[config.mk]
export PLATFORM = sky130hd
export DESIGN_NAME = acc_norm_unit_pipe
export DESIGN_NICKNAME = d
export VERILOG_FILES = /design/src/rtl/acc_norm_unit_pipe.sv
export SDC_FILE = /design/constraint.sdc
export NUM_CORES = 1
export LEC_CHECK = 0
export CAP_MARGIN = 40
export CORE_MARGIN = 2
export CORE_UTILIZATION = 30
export DETAILED_ROUTE_END_ITERATION = 10
export GPL_ROUTABILITY_DRIVEN = 0
export SLEW_MARGIN = 20
export SYNTH_ARGS = -nofsm -noshare
export SYNTH_HDL_FRONTEND = slang
export SYNTH_SLANG_ARGS = --single-unit
export TNS_END_PERCENT = 1
[constraint.sdc]
create_clock -name clk -period 11.37 [get_ports clk]
set_clock_uncertainty 0.2 [all_clocks]
set_input_delay 1.137 -clock clk [delete_from_list [all_inputs] [get_ports clk]]
set_output_delay 1.137 -clock clk [all_outputs]
set_load 0.01 [all_outputs]
[src/rtl/acc_norm_unit_pipe.sv]
// Post-accumulation normalizer: |sum| -> leading-one detect -> shift/exponent adjust.
// Three-register elastic pipeline; the S3 registers drive the outputs directly.
module acc_norm_unit_pipe #(
  parameter int EXP_WIDTH = 11,
  parameter int SUM_WIDTH = 32,
  parameter int MAN_WIDTH = 23,
  parameter int HID_POS   = 23
) (
  input  logic                 clk,
  input  logic                 rst,
  input  logic                 in_valid,
  output logic                 in_ready,
  input  logic [SUM_WIDTH-1:0] isum,
  input  logic [EXP_WIDTH-1:0] iexp_max,
  output logic                 out_valid,
  input  logic                 out_ready,
  output logic                 osign,
  output logic [EXP_WIDTH-1:0] oexp,
  output logic [MAN_WIDTH-1:0] oman,
  output logic                 ozero,
  output logic                 oovf,
  output logic                 ounf
);
  localparam int STAGES = 3;
  localparam int LW     = $clog2(SUM_WIDTH);
  localparam int EW     = EXP_WIDTH + 2;
  localparam logic [LW-1:0]        MAN_L = LW'(MAN_WIDTH);
  localparam logic signed [EW-1:0] EMAX  = EW'((1 << EXP_WIDTH) - 1);
  localparam logic signed [EW-1:0] HID_E = EW'(HID_POS);

  typedef struct packed {
    logic                 sign;
    logic [SUM_WIDTH-1:0] mag;
    logic [EXP_WIDTH-1:0] exp;
  } s1_t;

  typedef struct packed {
    logic                 sign;
    logic [SUM_WIDTH-1:0] mag;
    logic [EXP_WIDTH-1:0] exp;
    logic [LW-1:0]        lead;
    logic                 zero;
  } s2_t;

  logic [STAGES:1] vld_pipe;
  logic [STAGES:1] adv;
  s1_t s1;
  s2_t s2;

  // a stage may take a new beat when it is empty or its content is moving on
  assign adv[3]    = !vld_pipe[3] || out_ready;
  assign adv[2]    = !vld_pipe[2] || adv[3];
  assign adv[1]    = !vld_pipe[1] || adv[2];
  assign in_ready  = adv[1];
  assign out_valid = vld_pipe[3];

  always_ff @(posedge clk or posedge rst) begin
    if (rst) begin
      vld_pipe <= '0;
    end else begin
      if (adv[1]) vld_pipe[1] <= in_valid;
      if (adv[2]) vld_pipe[2] <= vld_pipe[1];
      if (adv[3]) vld_pipe[3] <= vld_pipe[2];
    end
  end

  // S1: sign/magnitude split; negating the most negative value yields 2^(W-1) unsigned
  always_ff @(posedge clk or posedge rst) begin
    if (rst) begin
      s1 <= '0;
    end else if (in_valid && adv[1]) begin
      s1.sign <= isum[SUM_WIDTH-1];
      s1.mag  <= isum[SUM_WIDTH-1] ? (~isum + 1'b1) : isum;
      s1.exp  <= iexp_max;
    end
  end

  // S2: leading-one position
  logic [LW-1:0] lead;
  always_comb begin
    lead = '0;
    for (int i = 0; i < SUM_WIDTH; i++)
      if (s1.mag[i]) lead = LW'(i);
  end

  always_ff @(posedge clk or posedge rst) begin
    if (rst) begin
      s2 <= '0;
    end else if (vld_pipe[1] && adv[2]) begin
      s2.sign <= s1.sign;
      s2.mag  <= s1.mag;
      s2.exp  <= s1.exp;
      s2.lead <= lead;
      s2.zero <= (s1.mag == '0);
    end
  end

  // S3: normalize shift and exponent, computed wide enough never to wrap
  logic signed [EW-1:0]  e;
  logic [MAN_WIDTH-1:0]  frac;
  always_comb begin
    e = signed'(EW'(s2.exp)) + signed'(EW'(s2.lead)) - HID_E;
    if (s2.lead >= MAN_L) frac = MAN_WIDTH'(s2.mag >> (s2.lead - MAN_L));
    else                  frac = MAN_WIDTH'(s2.mag << (MAN_L - s2.lead));
  end

  always_ff @(posedge clk or posedge rst) begin
    if (rst) begin
      osign <= 1'b0;
      oexp  <= '0;
      oman  <= '0;
      ozero <= 1'b0;
      oovf  <= 1'b0;
      ounf  <= 1'b0;
    end else if (vld_pipe[2] && adv[3]) begin
      osign <= s2.sign;
      oexp  <= '0;
      oman  <= '0;
      ozero <= 1'b0;
      oovf  <= 1'b0;
      ounf  <= 1'b0;
      if (s2.zero) begin
        osign <= 1'b0;
        ozero <= 1'b1;
      end else if (e >= EMAX) begin
        oovf <= 1'b1;
        oexp <= '1;
      end else if (e <= 0) begin
        ounf <= 1'b1;
      end else begin
        oexp <= e[EXP_WIDTH-1:0];
        oman <= frac;
      end
    end
  end
endmodule

Yosys cells after proc, flatten, opt, wreduce, memory -nomap -nowiden
Index checks and enable logic that the tools add are counted.

Register bits: 135. Input bits: 47.

Add/subtract/negate cells: 5. Order comparisons: 3. Shift-type cells: 2. Mux-type cells: 46. Bitwise operators: 1. Reductions and logical operators: 10.

Operators with widths (number): two-way mux 5 bit (30); two-way mux 23 bit (4); two-way mux 11 bit (3); adder 32 x 1 -> 32 bit, second input constant (1); logical NOT 32 bit (1); two-way mux 32 bit (1); NOT 32 bit (1); << shifter 32 x 5 -> 23 bit (1); right shift 32 x 5 -> 23 bit (1); greater-or-equal comparator 13 x 12 -> 1 bit, second input constant (1); <= comparator 13 x 1 -> 1 bit, second input constant (1); subtractor 12 x 5 -> 13 bit, second input constant (1); adder 11 x 5 -> 12 bit (1); two-way mux 1 bit (8); greater-or-equal comparator 5 bit, second input constant (1); subtractor 5 bit, first input constant (1); subtractor 5 bit, second input constant (1); logical AND 1 bit (3); logical NOT 1 bit (3); logical OR 1 bit (3).

Longest topological paths before layout
Gate-level depths: netlist (run 1).

Word-level depth: 31. Gate-level depth with buffers: 17. Gate-level depth less buffers: 14.

Least setup slack after synthesis (run 1)
Ideal clock, no wire load.

Path kind: reg2reg. From: register s2[1] in the netlist's numbering. To: register oman[10]. Library setup time: 0.066 ns. Arrival: 4.165 ns. Slack: 6.939 ns. Cell stages (with the launch flop): 18. Cell sequence: dfrtp_1 -> clkbuf_1 -> inv_1 -> clkbuf_1 -> ha_1 -> inv_1 -> ha_1 -> inv_1 -> fa_1 -> nand2b_1 -> a21oi_1 -> a2bb2oi_1 -> a21oi_1 -> o21ba_2 -> xnor2_1 -> nor4_1 -> clkbuf_1 -> a22o_1.

Word-level cells in the longest chain between the ends: 6. Elaborated cells between the ends (all ways): 13. Those cells by class: add/sub: 4; order compare: 3; shift: 2; mux: 4.

Ends and longest elaborated chain: start: declaration (line 48) `s2_t s2;`; adder 11 x 5 -> 12 bit, or another cell as far along (line 102) `e = signed'(EW'(s2.exp)) + signed'(EW'(s2.lead)) - HID_E;`; subtractor 12 x 5 -> 13 bit, or another cell as far along (line 102); <= comparator 13 x 1 -> 1 bit / two-way mux 23 bit (equally long branches) (line 128, 103); two-way mux 23 bit (line 128) `end else if (e <= 0) begin`; two-way mux 23 bit * (line 125) `end else if (e >= EMAX) begin`; two-way mux 23 bit * (line 122) `if (s2.zero) begin`; end signal: assignment (line 132) `oman <= frac;`; end: declaration (line 19) `output logic [MAN_WIDTH-1:0] oman,`.

Every way passes the cells marked *; elsewhere a longest branch is shown, timed or not. A chain may end at the register's enable or synchronous reset.

Worst setup path after layout (run 1)
From: register s2[4] in the netlist's numbering. To: register oman[0].

Same word-level chain as after synthesis.

==> results of run 1 <==
## worst reg2reg max path: cells and delay by family (launching register included)
| kind | cells | cell delay [ps] |
|---|---|---|
| buffers and inverters | 3 | 720 |
| and+or+nand+nor | 2 | 190 |
| adders and majority gates | 2 | 730 |
| AOI/OAI and AO/OA | 6 | 1900 |
| DFF | 1 | 810 |
## cell usage after synthesis (all sizes together) (8+ instances only)
| cell | number |
|---|---|
| clkbuf | 47 |
| xor2 | 30 |
| xnor2 | 13 |
| nand3 | 10 |
| ha | 19 |
| a21oi | 56 |
| a22o | 24 |
| nor3 | 8 |
| o31ai | 14 |
| mux2 | 70 |
| nor4 | 8 |
| mux4 | 36 |
| o22ai | 19 |
| nor2 | 68 |
| mux2i | 50 |
| nand2b | 11 |
| dfrtp | 135 |
| nand2 | 115 |
| buf | 15 |
| inv | 29 |
| o21ai | 74 |
| a211oi | 14 |
| nor2b | 8 |
## flip-flops by register name, indices dropped and copies added, names as in the netlist
| name | flops |
|---|---|
| oexp | 11 |
| oman | 23 |
| oovf | 1 |
| osign | 1 |
| ounf | 1 |
| ozero | 1 |
| s1 | 44 |
| s2 | 50 |
| vld_pipe | 3 |
## cell families after synthesis
kind of cell               after synthesis
muxes                                  156
buffers and inverters                   93
AOI/OAI and AO/OA                      255
DFF                                    135
adders and majority gates               20
and+or+nand+nor                        255
xor gates and xnor gates                43
## area by class of cell
type / instances / area (um^2) / area share
Multi-Input combinational cell: 729 / 5580 / 0.498
Timing Repair Buffer: 103 / 1010 / 0.0903
Clock inverter: 15 / 196 / 0.0175
Inverter: 31 / 121 / 0.0108
Tap cell: 396 / 495 / 0.0442
Clock buffer: 17 / 425 / 0.0379
Sequential cell: 135 / 3380 / 0.301
## metal layers
layer  vias to the layer above  part of all wire  global-route usage
met5                         -                 0                   0
met4                         0             0.018              0.0478
met3                        28             0.051              0.0217
met2                       252              0.42               0.213
met1                      3695              0.51               0.229
li1                       3673                 -                   -
## final timing paths
path | from | to | slack [ps] | cells after the start
max | s2[4] | oman[0] | 6710 | 13
min | oexp[0] | oexp[0] | 280 | 1
max reg2reg | s2[4] | oman[0] | 6710 | 13
max in group asynchronous | rst | s1[43] | 8890 | 4
min reg2reg | oexp[0] | oexp[0] | 280 | 1
min in group asynchronous | rst | oman[10] | 960 | 2
## power groups by stage
stage,Combinational (mW),Sequential (mW),Clock (mW)
finish,1.49,0.743,0.590
global route,1.62,0.763,0.620
CTS,1.49,0.741,0.599
detailed placement,1.48,0.750,0
global placement,1.46,0.746,0
floorplan,1.04,0.721,0
==> results.txt, run 1 <==
----------------------------------------------------
[Power]
  Max IR drop VDD ... 0.128 mV
  Sequential share of power ... 0.263
  PwrDens ... 252 nW/um^2
  Switching share of power ... 0.420
  Portion of total power attributed to the clock network ... 0.209
  Sw power ... 1.19 mW
  Share of total power in combinational logic ... 0.528
  Internal power consumption ... 1.64 mW
  Power after layout ... 2.83 mW
  Lkg Pwr ... 4.60 nW

[Worst setup path]
  Classification of the worst setup path ... reg -> reg
  Most frequent cell on the critical path ... sky130_fd_sc_hd__ha_1
  Type of element launching the critical path ... flip-flop
  Critical path buffer and inverter count ... 3
  Cell with the largest stage delay on the worst path ... sky130_fd_sc_hd__dfrtp_1
  Crit. End Element ... flip-flop
  Worst endpoint data arrival time ... 4780 ps
  CP Cell Sequence ... clkinv_1, ha_1, inv_1, ha_1, nand2b_1, a21oi_1, a2bb2oi_1, o211ai_1, a211o_1, a2111oi_0, nor4_2, buf_4, a22o_1
  Largest stage delay on the critical path ... 810 ps
  Largest delay contributor family on the critical path ... compound AO/OA/AOI/OAI gates
  Critical Path RT ... 11490 ps
  CP max FO ... 25

[STA]
  Setup violators final ... 0
  Accumulated negative setup slack ... 0 ps
  Highest achievable clock rate ... 0.215 GHz
  Actual transition at the worst max-transition pin ... 777 ps
  Number of hold violations in the final report ... 0
  Period Utilization, post-route ... 0.410
  Min cycle time layout ... 4660 ps
  Post-layout worst setup margin ... 6710 ps
  Slew headroom ... 0.482
  RSZ-0062 raised after global routing ... no
  Max-slew violations ... 0
  Final hold slack ... 279 ps

[Clock tree]
  CTS resizes ... 0
  Clock slew at reported path FFs ... 70 ps
  Post CTS Setup Buffer Count ... 0
  Number of sinks handled by clock tree synthesis ... 135
  Worst-case clock buffer depth ... 2
  Skew-Pair Late Insertion Delay ... 430 ps
  H-tree depth reported by CTS ... 4
  Root buffer cell ... sky130_fd_sc_hd__clkbuf_16
  Number of buffers created by CTS ... 17
  Quantity of hold-fixing buffers added after cts ... 0
  Clock tree from TritonCTS ... built

[Yosys]
  Post-Synthesis Mean Instance Area ... 9.70 um^2
  Post-synthesis compound-gate area fraction ... 0.178
  Synth top area cells ... sky130_fd_sc_hd__dfrtp_1, sky130_fd_sc_hd__mux4_2, sky130_fd_sc_hd__mux2_2
  Post-Syn Nets ... 1024
  Area share of the largest cell type after synthesis ... 0.364
  Total standard cell area after synthesis ... 9280 um^2
  Number of enable-type register cells in the synthesized netlist ... 0
  Portion of the post-synthesis area used by sequential elements ... 0.364
  Cell type with the highest aggregate area in the netlist ... sky130_fd_sc_hd__dfrtp_1
  Post-Synth XOR/XNOR Area ... 0.0406
  Main combinational cell family by area after synthesis ... multiplexers
  Mux contribution to synthesized area ... 0.226
  Post-synthesis register bit count ... 135
  Number of warnings reported in the yosys synthesis log ... 0
  Number of unique standard cell types used by synthesis ... 63
  Number of instances in the synthesized netlist ... 957
  Most used flip-flop cell after synthesis ... sky130_fd_sc_hd__dfrtp_1
  Proportion of synthesized flip-flops having asynchronous set or reset ... 1.00
  Simple-gate share of the synthesized area ... 0.126
  Synthesized-area fraction occupied by adder cells ... 0.0278

[Routing]
  Drt first-iter violations ... 537
  Via-per-instance ratio ... 5.36
  ANT nets after route ... 0
  First-pass DRT Iterations ... 5
  Detailed Route WL ... 24000 um
  Detailed-route via count ... 7648
  Routed length per instance ... 16.9 um
  Final routed DRC violation total ... 0

[Final layout]
  Most common library cell in the layout ignoring fill and taps ... sky130_fd_sc_hd__dfrtp_1
  Utilization after layout ... 0.367
  Signed area change from the synthesized netlist to the final layout ... 20.8%
  NumNets Final ... 1084
  Post-route cell area ... 11200 um^2
  Number of non-filler instances in the completed layout ... 1426
  # diodes ... 0
  Total of fill cells in the finished design ... 3043
  Commonest cells after routing, fill and taps aside ... sky130_fd_sc_hd__dfrtp_1, sky130_fd_sc_hd__nand2_1, sky130_fd_sc_hd__clkdlybuf4s50_1
  Share of cells above drive strength 1 ... 0.169

[Global route]
  Via count of the first global-routing pass ... 7235
  Global-route wire length before repair ... 39600 um
  Gr usage total ... 0.149
  Largest net degree at the start of global routing ... 77
  Final global-route overflow total ... 0
  Number of antenna violations at the first check in global routing ... 0

[Floorplan]
  Initial standard-cell utilization of the core ... 0.304
  Die Span X ... 180 um
  Row count ... 64
  Die Area ... 32400 um^2
  Top Ports ... 87
  Vert. Die Dim ... 180 um
  Floorplan Core Area ... 30500 um^2

[Place]
  Post-Place Worst Slack ... 6770 ps
  Number of cells in the design after placement ... 1394
  Area of placed instances ... 10600 um^2
  I/O Buffers ... 86
  Estimated wirelength of the detail-placed design ... 18100 um

[Worst hold path]
  Worst Hold Class ... reg -> reg

[Run status]
  Run status ... completed

[Job]
  Max-capacitance violation count ... 0

----------------------------------------------------
No activity file was read; power rests on OpenSTA's default activity.
==> run 2: changes to the inputs <==
clock period = 4.5 ns   (was 11.37 ns; I/O delays follow)
==> run 2 against run 1 <==
Final area rose by 1.2%. Hold slack got worse by 170 ps. Die area unchanged. Global-route usage decreased by 0.084 points. Via count down 0.18%. Setup slack got worse by 6200 ps. Clock power is 150% higher. Critical endpoint unchanged.
==> results.txt, run 2 (synthesis gave the netlist of run 1 again) <==
----------------------------------------------------
[Clock tree]
  CTS resizes ... 0 (unchanged)
  Quantity of hold-fixing buffers added after cts ... 0 (unchanged)
  Worst-case clock buffer depth ... 2 (unchanged)
  H-tree depth reported by CTS ... 4 (unchanged)
  Skew-Pair Late Insertion Delay ... 430 ps (about the same)
  Number of buffers created by CTS ... 17 (unchanged)
  Clock tree from TritonCTS ... built
  Root buffer cell ... sky130_fd_sc_hd__clkbuf_16
  Post CTS Setup Buffer Count ... 0 (unchanged)
  Number of sinks handled by clock tree synthesis ... 135 (unchanged)
  Clock slew at reported path FFs ... 60 ps (about the same)

[Place]
  Estimated wirelength of the detail-placed design ... 18400 um (+1.6%)
  Post-Place Worst Slack ... 566 ps (-6210 ps)
  I/O Buffers ... 86 (unchanged)
  Area of placed instances ... 10700 um^2 (+0.97%)
  Number of cells in the design after placement ... 1405 (+0.79%)

[Power]
  Share of total power in combinational logic ... 0.532 (+0.004)
  Sequential share of power ... 0.262 (about the same)
  Internal power consumption ... 4.20 mW (+160%)
  Lkg Pwr ... 4.67 nW (+1.6%)
  Portion of total power attributed to the clock network ... 0.206 (-0.003)
  Switching share of power ... 0.415 (-0.00546)
  Power after layout ... 7.17 mW (+150%)
  Max IR drop VDD ... 0.318 mV (+150%)
  Sw power ... 2.97 mW (+150%)
  PwrDens ... 632 nW/um^2 (+150%)

[Routing]
  Drt first-iter violations ... 640 (+19%)
  Detailed Route WL ... 24100 um (+0.31%)
  Final routed DRC violation total ... 0 (unchanged)
  Via-per-instance ratio ... 5.31 (-1.0%)
  First-pass DRT Iterations ... 5 (unchanged)
  ANT nets after route ... 0 (unchanged)
  Detailed-route via count ... 7634 (-0.18%)
  Routed length per instance ... 16.8 um (-0.53%)

[Worst hold path]
  Worst Hold Class ... in -> async

[Worst setup path]
  Largest delay contributor family on the critical path ... compound AO/OA/AOI/OAI gates
  Largest stage delay on the critical path ... 430 ps (-380 ps)
  CP Cell Sequence ... ha_1, ha_1, inv_1, fa_1, nand2b_1, a21oi_1, a2bb2oi_1, o211ai_1, a211o_1, a2111oi_0, buf_4, nor4_2, buf_4, a22o_1
  Classification of the worst setup path ... reg -> reg
  Critical Path RT ... 4610 ps (-6880 ps)
  Worst endpoint data arrival time ... 4120 ps (-660 ps)
  Reg-to-reg endpoint ... oman[0]
  RR Startpoint ... s2[2]
  Cell with the largest stage delay on the worst path ... sky130_fd_sc_hd__dfrtp_1
  Type of element launching the critical path ... flip-flop
  Crit. End Element ... flip-flop
  CP max FO ... 23 (-8.0%)
  Critical Path Stages ... 14 (+1)
  R2r worst-path depth ... 14 (+1)
  Register-to-Register Setup Slack ... 490 ps (-6220 ps)
  Critical path buffer and inverter count ... 3 (unchanged)

[STA]
  Setup violators final ... 0 (unchanged)
  Post-layout worst setup margin ... 494 ps (-6220 ps)
  Max-slew violations ... 0 (unchanged)
  RSZ-0062 raised after global routing ... no
  Period Utilization, post-route ... 0.890 (+0.480)
  Highest achievable clock rate ... 0.250 GHz (+16%)
  Accumulated negative setup slack ... 0 ps (unchanged)
  Min cycle time layout ... 4010 ps (-655 ps)
  Number of hold violations in the final report ... 0 (unchanged)
  Slew headroom ... 0.485 (+0.00340)
  Actual transition at the worst max-transition pin ... 772 ps (-5.10 ps)

[Final layout]
  Register with the most flip-flops ... s2
  Combined area of the multi-input logic cells ... 5580 um^2 (unchanged)
  Post-route cell area ... 11300 um^2 (+1.2%)
  NumNets Final ... 1096 (+1.1%)
  Largest registers ranked by flip-flop count ... s2 x50, s1 x44, oman x23
  Signed area change from the synthesized netlist to the final layout ... 22.2%
  Share of cells above drive strength 1 ... 0.179 (+0.00957)
  Most common library cell in the layout ignoring fill and taps ... sky130_fd_sc_hd__dfrtp_1
  Number of non-filler instances in the completed layout ... 1438 (+0.84%)
  # diodes ... 0 (unchanged)
  Area occupied by registers ... 3380 um^2 (unchanged)
  Total of fill cells in the finished design ... 3022 (-0.69%)
  Commonest cells after routing, fill and taps aside ... sky130_fd_sc_hd__dfrtp_1, sky130_fd_sc_hd__nand2_1, sky130_fd_sc_hd__clkdlybuf4s50_1
  Largest register FFs ... 50 (unchanged)

[Global route]
  Final global-route overflow total ... 0 (unchanged)
  Largest net degree at the start of global routing ... 81 (+5.2%)
  Via count of the first global-routing pass ... 7128 (-1.5%)
  Gr usage total ... 0.148 (-0.000845)
  Number of antenna violations at the first check in global routing ... 0 (unchanged)
  Global-route wire length before repair ... 39000 um (-1.5%)

[Floorplan]
  Row count ... 64 (unchanged)
  Floorplan Core Area ... 30500 um^2 (unchanged)
  Die Area ... 32400 um^2 (unchanged)
  Vert. Die Dim ... 180 um (unchanged)
  Top Ports ... 87 (unchanged)
  Die Span X ... 180 um (unchanged)
  Initial standard-cell utilization of the core ... 0.304 (unchanged)

[Job]
  Max-capacitance violation count ... 0 (unchanged)

[Run status]
  Run status ... completed

----------------------------------------------------
## run 2: power groups by stage
stage	Sequential (mW)	Clock (mW)	Combinational, mW
after floorplan	1.82	0	2.62
after CTS	1.88	1.50	3.79
after global routing	1.93	1.56	4.15
final	1.88	1.47	3.82
after global placement	1.88	0	3.73
after detailed placement	1.90	0	3.77
## run 2: cell type report
type	count	share of cell area
multi-input combinational	729	0.492
clock inverter	15	0.0182
sequential	135	0.298
clock buffer	17	0.0375
tap	396	0.0437
inverter	31	0.0107
timing repair buffer	115	0.100
## run 2: how the worst max path moves through the flow
| stage | start | end |
|---|---|---|
| floorplan | s2[1] | oman[10] |
| global placement | s2[2] | oman[0] |
| detailed placement | s2[2] | oman[0] |
| CTS | s2[2] | oman[0] |
| global route | s2[2] | oman[1] |
| finish | s2[2] | oman[0] |
## run 2: stage by stage
stage | util | hold WS (ps)
finish | 0.372 | 109
floorplan | - | 268
global placement | 0.348 | 260
detailed placement | 0.350 | 269
CTS | 0.371 | 103
global route | 0.372 | 110
## run 2: layer usage
metal  wire length (um)  global-route usage
met5                  0                   0
met4                429              0.0452
met3               1300              0.0286
met2              10300               0.211
met1              12100               0.225
